<file path="config.mk">
export PLATFORM = sky130hd
export DESIGN_NAME = rl_fifo_1r1w_fwft
export DESIGN_NICKNAME = d
export VERILOG_FILES = /design/src/rtl/rl_fifo_1r1w_fwft.sv
export SDC_FILE = /design/constraint.sdc
export NUM_CORES = 1
export LEC_CHECK = 0
export BUFFER_PORTS_ARGS = -buffer_cell sky130_fd_sc_hd__buf_4
export CELL_PAD_IN_SITES_DETAIL_PLACEMENT = 2
export CELL_PAD_IN_SITES_GLOBAL_PLACEMENT = 2
export CORE_MARGIN = 2
export CORE_UTILIZATION = 43
export CTS_CLUSTER_SIZE = 28
export DETAILED_ROUTE_END_ITERATION = 16
export GPL_TIMING_DRIVEN = 0
export PLACE_DENSITY_LB_ADDON = 0.1
export SLEW_MARGIN = 20
export SYNTH_ARGS = -nofsm -noshare
export SYNTH_HDL_FRONTEND = slang
export SYNTH_SLANG_ARGS = --single-unit
export TNS_END_PERCENT = 30
</file>
<file path="constraint.sdc">
create_clock -name clk_i -period 4.6 [get_ports clk_i]
set_input_delay 0.92 -clock clk_i [delete_from_list [all_inputs] [get_ports clk_i]]
set_output_delay 0.92 -clock clk_i [all_outputs]
set_load 0.1 [all_outputs]
</file>
<file path="src/rtl/rl_fifo_1r1w_fwft.sv">
// -----------------------------------------------------------------------------
// rl_fifo_1r1w_fwft
//
// Show-ahead (first-word-fall-through) synchronous FIFO built around an
// inferred 1R1W RAM with a registered read port and no read/write bypass.
// Words written on the slave side land in the RAM.  A fetch engine reads them
// out one per cycle into a 2-entry output buffer (OB).  The OB absorbs the
// one-cycle RAM read latency so the master side sees a registered head word
// and can sustain one word per cycle.
//
// Parameters
//   ABITS      RAM address bits, RAM depth = 2**ABITS words
//   DBITS      data word width
//
// Ports
//   clk_i      clock, rising edge
//   rst_i      synchronous active-high reset (discards all content)
//   clear_i    synchronous active-high flush (discards all content)
//   s_valid_i  write side: data valid
//   s_data_i   write side: data word
//   s_ready_o  write side: FIFO can accept (RAM not full, not in reset/flush)
//   m_valid_o  read side: head word valid
//   m_data_o   read side: head word
//   m_ready_i  read side: consumer accepts head word
//   level_o    total words held: RAM + in-flight read + OB
// -----------------------------------------------------------------------------
module rl_fifo_1r1w_fwft #(
  parameter int unsigned ABITS = 4,
  parameter int unsigned DBITS = 32
) (
  input  logic             clk_i,
  input  logic             rst_i,
  input  logic             clear_i,
  input  logic             s_valid_i,
  input  logic [DBITS-1:0] s_data_i,
  output logic             s_ready_o,
  output logic             m_valid_o,
  output logic [DBITS-1:0] m_data_o,
  input  logic             m_ready_i,
  output logic [ABITS+1:0] level_o
);

  localparam int unsigned DEPTH = 2 ** ABITS;
  localparam int unsigned PW    = ABITS + 1;  // pointer width, one wrap bit
  localparam int unsigned LW    = ABITS + 2;  // level width, holds DEPTH + 2

  localparam logic [PW-1:0] RAM_FULL = PW'(DEPTH);

  // ---------------------------------------------------------------------------
  // State
  // ---------------------------------------------------------------------------
  logic [DBITS-1:0] mem_q [DEPTH];
  logic [DBITS-1:0] rdata_q;

  logic [PW-1:0]    wr_ptr_q, wr_ptr_d;
  logic [PW-1:0]    rd_ptr_q, rd_ptr_d;
  logic             inflight_q, inflight_d;

  logic [DBITS-1:0] ob_mem_q [2];
  logic [DBITS-1:0] ob_mem_d [2];
  logic             ob_head_q, ob_head_d;
  logic [1:0]       ob_count_q, ob_count_d;

  // ---------------------------------------------------------------------------
  // Handshakes and fetch decision
  // ---------------------------------------------------------------------------
  logic [PW-1:0] ram_count;
  logic          push;
  logic          pop;
  logic          fetch;
  logic          ob_wr;
  logic          ob_tail;
  logic [2:0]    ob_pending;
  logic [2:0]    ob_room;

  // Pointer difference is taken modulo 2**(ABITS+1); the extra wrap bit is
  // what distinguishes a full RAM (count = DEPTH) from an empty one.
  assign ram_count = wr_ptr_q - rd_ptr_q;

  // Only registered state plus the reset/flush inputs: no path from m_ready_i.
  assign s_ready_o = (ram_count != RAM_FULL) && !rst_i && !clear_i;

  assign m_valid_o = (ob_count_q != 2'd0);
  assign m_data_o  = ob_mem_q[ob_head_q];

  assign push = s_valid_i && s_ready_o;
  assign pop  = m_valid_o && m_ready_i;

  // Words already committed to the OB (held or arriving next edge) must leave
  // room for one more; a pop this cycle frees one extra slot, which is what
  // lets a full OB keep streaming at one word per cycle.
  assign ob_pending = {1'b0, ob_count_q} + {2'b00, inflight_q};
  assign ob_room    = 3'd2 + {2'b00, pop};
  assign fetch      = (ram_count != '0) && (ob_pending < ob_room) && !clear_i;

  // The RAM read issued last cycle is available now and goes to the OB tail.
  assign ob_wr = inflight_q;

  // Tail slot = head + count (mod 2).  With count 2 the tail aliases the head,
  // which is only written when that head is being popped the same cycle.
  assign ob_tail = ob_head_q ^ ob_count_q[0];

  assign level_o = LW'(ram_count) + LW'(inflight_q) + LW'(ob_count_q);

  // ---------------------------------------------------------------------------
  // RAM: full-word write, registered read, read-during-write returns old data.
  // A fetch only ever targets an address whose write edge has already passed,
  // so no bypass is needed.
  // ---------------------------------------------------------------------------
  // NOTE: the RAM array and its read register have no reset so the tools can
  // map them onto block RAM; stale contents are never observed because the
  // pointers and inflight flag, which are reset, gate every use.
  always_ff @(posedge clk_i) begin
    if (push) begin
      mem_q[wr_ptr_q[ABITS-1:0]] <= s_data_i;
    end
    if (fetch) begin
      rdata_q <= mem_q[rd_ptr_q[ABITS-1:0]];
    end
  end

  // ---------------------------------------------------------------------------
  // Next-state logic
  // ---------------------------------------------------------------------------
  // NOTE: every signal written here is given a default first so no path leaves
  // it unassigned, which would otherwise infer a latch.
  always_comb begin
    wr_ptr_d   = wr_ptr_q;
    rd_ptr_d   = rd_ptr_q;
    inflight_d = 1'b0;
    ob_head_d  = ob_head_q;
    ob_count_d = ob_count_q;
    ob_mem_d   = ob_mem_q;

    if (clear_i) begin
      // Flush: pointers equal, in-flight read dropped, OB emptied.  The RAM
      // and OB storage keep their old data; it is unreachable afterwards.
      wr_ptr_d   = '0;
      rd_ptr_d   = '0;
      ob_head_d  = 1'b0;
      ob_count_d = 2'd0;
    end else begin
      if (push) begin
        wr_ptr_d = wr_ptr_q + PW'(1);
      end
      if (fetch) begin
        rd_ptr_d = rd_ptr_q + PW'(1);
      end
      inflight_d = fetch;

      if (ob_wr) begin
        ob_mem_d[ob_tail] = rdata_q;
      end
      if (pop) begin
        ob_head_d = ~ob_head_q;
      end
      // Simultaneous pop and OB write leave the count unchanged.
      ob_count_d = ob_count_q + 2'(ob_wr) - 2'(pop);
    end
  end

  // ---------------------------------------------------------------------------
  // State registers
  // ---------------------------------------------------------------------------
  // NOTE: sequential state uses non-blocking assignments so every register
  // samples the values from before the clock edge, independent of block order.
  always_ff @(posedge clk_i) begin
    if (rst_i) begin
      wr_ptr_q    <= '0;
      rd_ptr_q    <= '0;
      inflight_q  <= 1'b0;
      ob_head_q   <= 1'b0;
      ob_count_q  <= 2'd0;
      ob_mem_q[0] <= '0;
      ob_mem_q[1] <= '0;
    end else begin
      wr_ptr_q   <= wr_ptr_d;
      rd_ptr_q   <= rd_ptr_d;
      inflight_q <= inflight_d;
      ob_head_q  <= ob_head_d;
      ob_count_q <= ob_count_d;
      ob_mem_q   <= ob_mem_d;
    end
  end

  // ---------------------------------------------------------------------------
  // Invariants
  // ---------------------------------------------------------------------------
  // The OB never holds more than two words.
  a_ob_count_max: assert property (@(posedge clk_i) disable iff (rst_i)
    ob_count_q != 2'd3);

  // The fetch rule guarantees a free OB slot whenever read data arrives.
  a_ob_space_on_write: assert property (@(posedge clk_i) disable iff (rst_i)
    inflight_q |-> (ob_count_q != 2'd2));

  // The RAM never reports more words than it can hold.
  a_ram_count_max: assert property (@(posedge clk_i) disable iff (rst_i)
    ram_count <= RAM_FULL);

endmodule

</file>
# --- Word level (Yosys, flattened, before mapping) ---
# Memory sizes are Yosys's and may differ from the RTL's. A register that Yosys moved wholly into a read port is not among the register bits.
# Index checks and enable logic that the tools add are counted.
classes:
  add_sub_neg: 9
  magnitude_cmp: 4
  eq_ne: 1
  mux: 8
  n_bitwise: 5
  reduce_logical: 13
op_table:
  columns: ["cell", "count"]
  rows:
  - ["two-way mux 32 bit", 4]
  - ["bitwise mux 64 bit", 1]
  - ["demux 32 bit (select 1 bit)", 1]
  - ["adder 5 x 1 -> 5 bit, second input constant", 2]
  - ["logical AND 1 bit", 7]
  - ["adder 5 x 1 -> 6 bit", 1]
  - ["adder 6 x 2 -> 6 bit", 1]
  - ["!= test 5 bit, second input constant", 1]
  - ["nonzero test 5 bit", 1]
  - ["subtractor 5 bit", 1]
  - [">= comparator 2 bit, second input constant", 2]
  - ["NOT 1 -> 2 bit", 2]
  - ["adder 2 x 1 -> 3 bit", 1]
  - ["adder 2 x 1 -> 3 bit, first input constant", 1]
  - ["less-than comparator 3 bit", 1]
  - ["adder 2 x 1 -> 2 bit", 1]
  - ["logical NOT 1 bit", 2]
  - ["less-than comparator 2 x 1 -> 1 bit, second input constant", 1]
  - ["two-way mux 1 bit", 2]
  - ["NOT 1 bit", 2]
  - ["AND reduction 2 bit", 1]
  - ["nonzero test 2 bit", 1]
  - ["OR reduction 2 bit", 1]
  - ["subtractor 2 x 1 -> 2 bit", 1]
  - ["XOR 1 bit", 1]
totals:
  regBits: 78
  mem_bits_rw: 512
  input_bits: 37
  output_inout_bits: 40
  n_memories: 1
mem_list:
  columns: ["name", "depth", "width", "read_ports", "rd_clocked_by_memory_dff", "write_ports", "line_no", "rtl"]
  rows:
  - ["mem_q", 16, 32, 1, 1, 1, "52", "logic [DBITS-1:0] mem_q [DEPTH];"]

# --- Depth between registers and ports, before layout ---
logic_depth:
  ltp_word: 7
  depth_mapped: 11
  depth_no_buf: 8

# --- Worst setup path before layout ---
# No wires, ideal clock.
synth_timing:
  path_type: "register to output"
  startpoint: "register rd_ptr_q[2]"
  endpoint: "output port level_o[5]"
  t_arrival_ns: 4.138
  setup_slack_ns: -0.458
  path_stages_with_launch: 10
  path_buffers: 3
  cell_sequence: "dfxtp_1 > buf_2 > buf_2 > clkinv_1 > clkbuf_1 > ha_1 > a21oi_1 > nand2_1 > xor2_1 > nor3b_1"
synth_via:
  elab_chain_cells: 3
synth_rtl:
  columns: ["element", "line_no", "rtl"]
  rows:
  - ["start, declared", "56", "logic [PW-1:0] rd_ptr_q, rd_ptr_d;"]
  - ["start signal, assigned", "178", "rd_ptr_q <= rd_ptr_d;"]
  - ["subtractor 5 bit", "78", "assign ram_count = wr_ptr_q - rd_ptr_q;"]
  - ["adder 5 x 1 -> 6 bit", "103", "assign level_o = LW'(ram_count) + LW'(inflight_q) + LW'(ob_count_q);"]
  - ["adder 6 x 2 -> 6 bit", "103", null]
  - ["end, declared", "40", "output logic [ABITS+1:0] level_o"]
# Every way passes these cells.

# --- Worst setup path in the final report ---
layout_timing:
  startpoint: "register rd_ptr_q[2]"
  endpoint: "output port level_o[4]"
# Same word-level chain as after synthesis.

==> results.py <==
metrics = {
    "outcome": {
        "outcome": "finished clean",
    },
    "sta": {
        "hold_viol_final": 0,
        "slew_viol_final": 0,
        "finalCriticalPeriod_ns": 4.42,
        "min_period_over_period_pct": 96.0,
        "setup_violations": 0,
        "rsz0062_at_grt": "true",
        "holdWs_ns": 0.452,
        "fmax_ghz": 0.226,
        "fin_skew_ns": 0.0307,
        "max_slew.worst_pin.slew_ns": 0.973,
        "slew_headroom_pct": 35.1,
    },
    "grt": {
        "grt_usage_pct": 25.1,
        "grt_first_pass_wirelength_um": 103000,
        "grt_max_degree": 33,
        "grt_pass1_vias": 14800,
        "antenna_found_initial": 6,
        "grt-ovfl-total": 0,
    },
    "placement": {
        "dp.final_hpwl_um": 45800,
        "io_buffers": 75,
        "gp_congestion": 0.751,
    },
    "clock_network": {
        "clock-sinks": 622,
        "clk_pin_slew_ns": 0.06,
        "clk_latency_ns": 0.62,
        "clock-root-buffer": "clkbuf_16",
        "cts_hold_buf": 0,
        "cts_buffers": 70,
        "clk_path_buf_depth": 3,
        "h-tree-depth": 3,
        "cts_tree": "built",
    },
    "worst_hold_path": {
        "holdPathStages": 2,
        "min_to": "ob_mem_q[25]$_SDFFE_PP0P_",
        "hold_path.startpoint": "ob_mem_q[25]$_SDFFE_PP0P_",
        "hold_path.class": "flip-flop to flip-flop",
    },
    "floorplan": {
        "die_h_um": 241,
        "initial_core_util_pct": 43.7,
        "io_pins": 77,
        "die_area_mm2": 0.0582,
        "rows": 86,
        "coreArea_mm2": 0.0554,
        "dieWidth_um": 241,
    },
    "synthesis": {
        "ys_seq_area_share_pct": 74.0,
        "yosysUniqueCellTypes": 45,
        "synth_area_leaders": "edfxtp_1, mux4_2, dfxtp_1, nand2_1, mux2_2",
        "syn_avg_cell_area_um2": 17.5,
        "syn_nets": 1433,
        "synth_top_area_share_pct": 67.5,
        "syn_area_mm2": 0.0242,
        "synth_cells": 1379,
        "yosys.area.top_type": "edfxtp_1",
        "yosysWarnings": 0,
        "yosys_most_used_dff": "edfxtp_1",
        "synth_edf_count": 544,
        "ys_seq_elements": 622,
        "async_flop_share_pct": 0,
    },
    "power_and_ir_drop": {
        "switching_share_pct": 22.7,
        "p_clk_share_pct": 43.9,
        "ir_drop_uv": 335,
        "power.internal_mw": 9.63,
        "p_comb_share_pct": 6.0,
        "p_seq_share_pct": 50.1,
        "leakagePower_nw": 9.24,
        "p_total_mw": 12.5,
        "switchingPower_mw": 2.83,
        "p_per_area_mw_per_mm2": 440,
    },
    "route": {
        "vias": 13200,
        "drt_pass1_iterations": 5,
        "wire_per_inst_um": 30.1,
        "wl_um": 70600,
        "drtIter0Drc": 930,
        "detail-route-antenna-nets": 0,
        "vias_per_cell": 5.64,
        "post-route-drc-count": 0,
    },
    "setup_path": {
        "endpoint_kind": "output port",
        "crit_arrival_ns": 3.50,
        "path_class": "flip-flop to output port",
        "required_ns": 3.68,
        "path_max_fanout": 10,
        "r2r_setup_slack_ns": 0.48,
        "startpoint_type": "flip-flop",
        "r2r-end": "mem_q[10][9]$_DFFE_PP_",
        "reg2regPathDepth": 12,
        "r2r-start": "rd_ptr_q[2]$_SDFFE_PP0P_",
    },
    "layout": {
        "drive_above_1_share_pct": 25.6,
        "layout_commonest_cell": "edfxtp_1",
        "synthToLayoutAreaGrowth_pct": 17.0,
        "final_cell_mix": "edfxtp_1, nand2_1, mux4_2",
        "fin_nets": 1594,
    },
    "job": {
        "drv_cap": 0,
    },
}
-- stage by stage --
step / worst slack [ns] / setup TNS, ns / utilization (%) / instances / cell area [um^2]
2_1_floorplan: 0.0857 / 0 / - / 1379 / 24200
3_3_place_gp: -2.33 / -581.35 / 46.4 / 2202 / 25700
3_5_place_dp: -0.164 / -6.46 / 47.1 / 2218 / 26100
4_1_cts: 0.0711 / 0 / 51.1 / 2343 / 28300
5_1_grt: -0.0673 / -0.0673 / 51.1 / 2344 / 28300
6_report: 0.182 / 0 / 51.1 / 2345 / 28300
-- how the worst max path moves through the flow --
stage                                    endpoint                startpoint  cells past startpoint
after CTS                              level_o[4]  rd_ptr_q[2]$_SDFFE_PP0P_                     11
after global routing                   level_o[4]  rd_ptr_q[2]$_SDFFE_PP0P_                     11
after global placement    mem_q[11][10]$_DFFE_PP_  rd_ptr_q[2]$_SDFFE_PP0P_                     10
after detailed placement  mem_q[10][10]$_DFFE_PP_  rd_ptr_q[2]$_SDFFE_PP0P_                     12
after floorplan                        level_o[4]  rd_ptr_q[2]$_SDFFE_PP0P_                     10
final                                  level_o[4]  rd_ptr_q[2]$_SDFFE_PP0P_                     11
-- timing repair --
item,4_1_cts,5_1_grt
pin swaps,0,0
cloned,0,0
endpoints found under the setup margin,159,2
buffers inserted,0,0
resized for setup,7,3
-- cell families after synthesis --
group | Yosys count | synth area share [%]
AND/OR/NAND/NOR | 353 | 6.30
XOR/XNOR | 12 | 0.434
AO/OA/AOI/OAI | 112 | 2.66
adder cells (fa/ha/maj) | 17 | 0.972
buffers and inverters | 93 | 1.86
multiplexers | 170 | 13.8
flip-flops | 622 | 74.0
-- per-layer routing --
metal  vias up  wire, um  GRT usage (%)
li1       5670         -              -
met1      7077     29500           32.5
met2       357     36200           43.4
met3       131      2960           3.99
met4         2      1970           8.21
met5         -        13              0
-- synthesized netlist by cell type (5+ instances only) --
| master | instances |
|---|---|
| nor2b_1 | 6 |
| buf_4 | 9 |
| dfxtp_1 | 78 |
| a21oi_1 | 67 |
| mux2_2 | 32 |
| xnor2_1 | 8 |
| edfxtp_1 | 544 |
| a31oi_1 | 32 |
| buf_1 | 9 |
| ha_1 | 14 |
| inv_1 | 13 |
| buf_6 | 6 |
| clkbuf_1 | 38 |
| mux2i_1 | 10 |
| buf_2 | 17 |
| nor2_1 | 5 |
| nand2_1 | 272 |
| mux4_2 | 128 |
| and3_1 | 46 |
-- critical path: stages (launching register included) --
cell and delay (ns):
dfxtp_1 0.32, buf_4 0.25, buf_4 0.28, clkinv_2 0.17
clkbuf_4 0.26, ha_1 0.41, a21oi_2 0.24, nand2_1 0.13
xor2_2 0.20, and3_1 0.21, xnor2_1 0.14, buf_6 0.25
-- flip-flops by register name, summed over array words and instances (netlist names) --
| name | count |
|---|---|
| mem_q | 512 |
| ob_mem_q | 64 |
| rdata_q | 32 |
| rd_ptr_q | 5 |
| wr_ptr_q | 5 |
| ob_count_q | 2 |
| inflight_q | 1 |
| ob_head_q | 1 |
-- cell type report --
type | count | area (um^2)
Multi-Input combinational cell | 664 | 5930
Tap cell | 748 | 936
Timing Repair Buffer | 91 | 887
Sequential cell | 622 | 17900
Clock inverter | 37 | 300
Fill cell | 4931 | 27100
Buffer | 77 | 400
Antenna cell | 2 | 5.00
Inverter | 14 | 53.8
Clock buffer | 90 | 1910
-- power by group through the flow --
stage	logic [mW]	clock network (mW)	registers (mW)
6_report	0.753	5.47	6.25
3_5_place_dp	0.757	0	6.36
3_3_place_gp	0.709	0	6.36
2_1_floorplan	0.481	0	6.35
5_1_grt	0.804	5.78	6.25
4_1_cts	0.763	5.58	6.25
No activity file was read; power rests on OpenSTA's default activity.
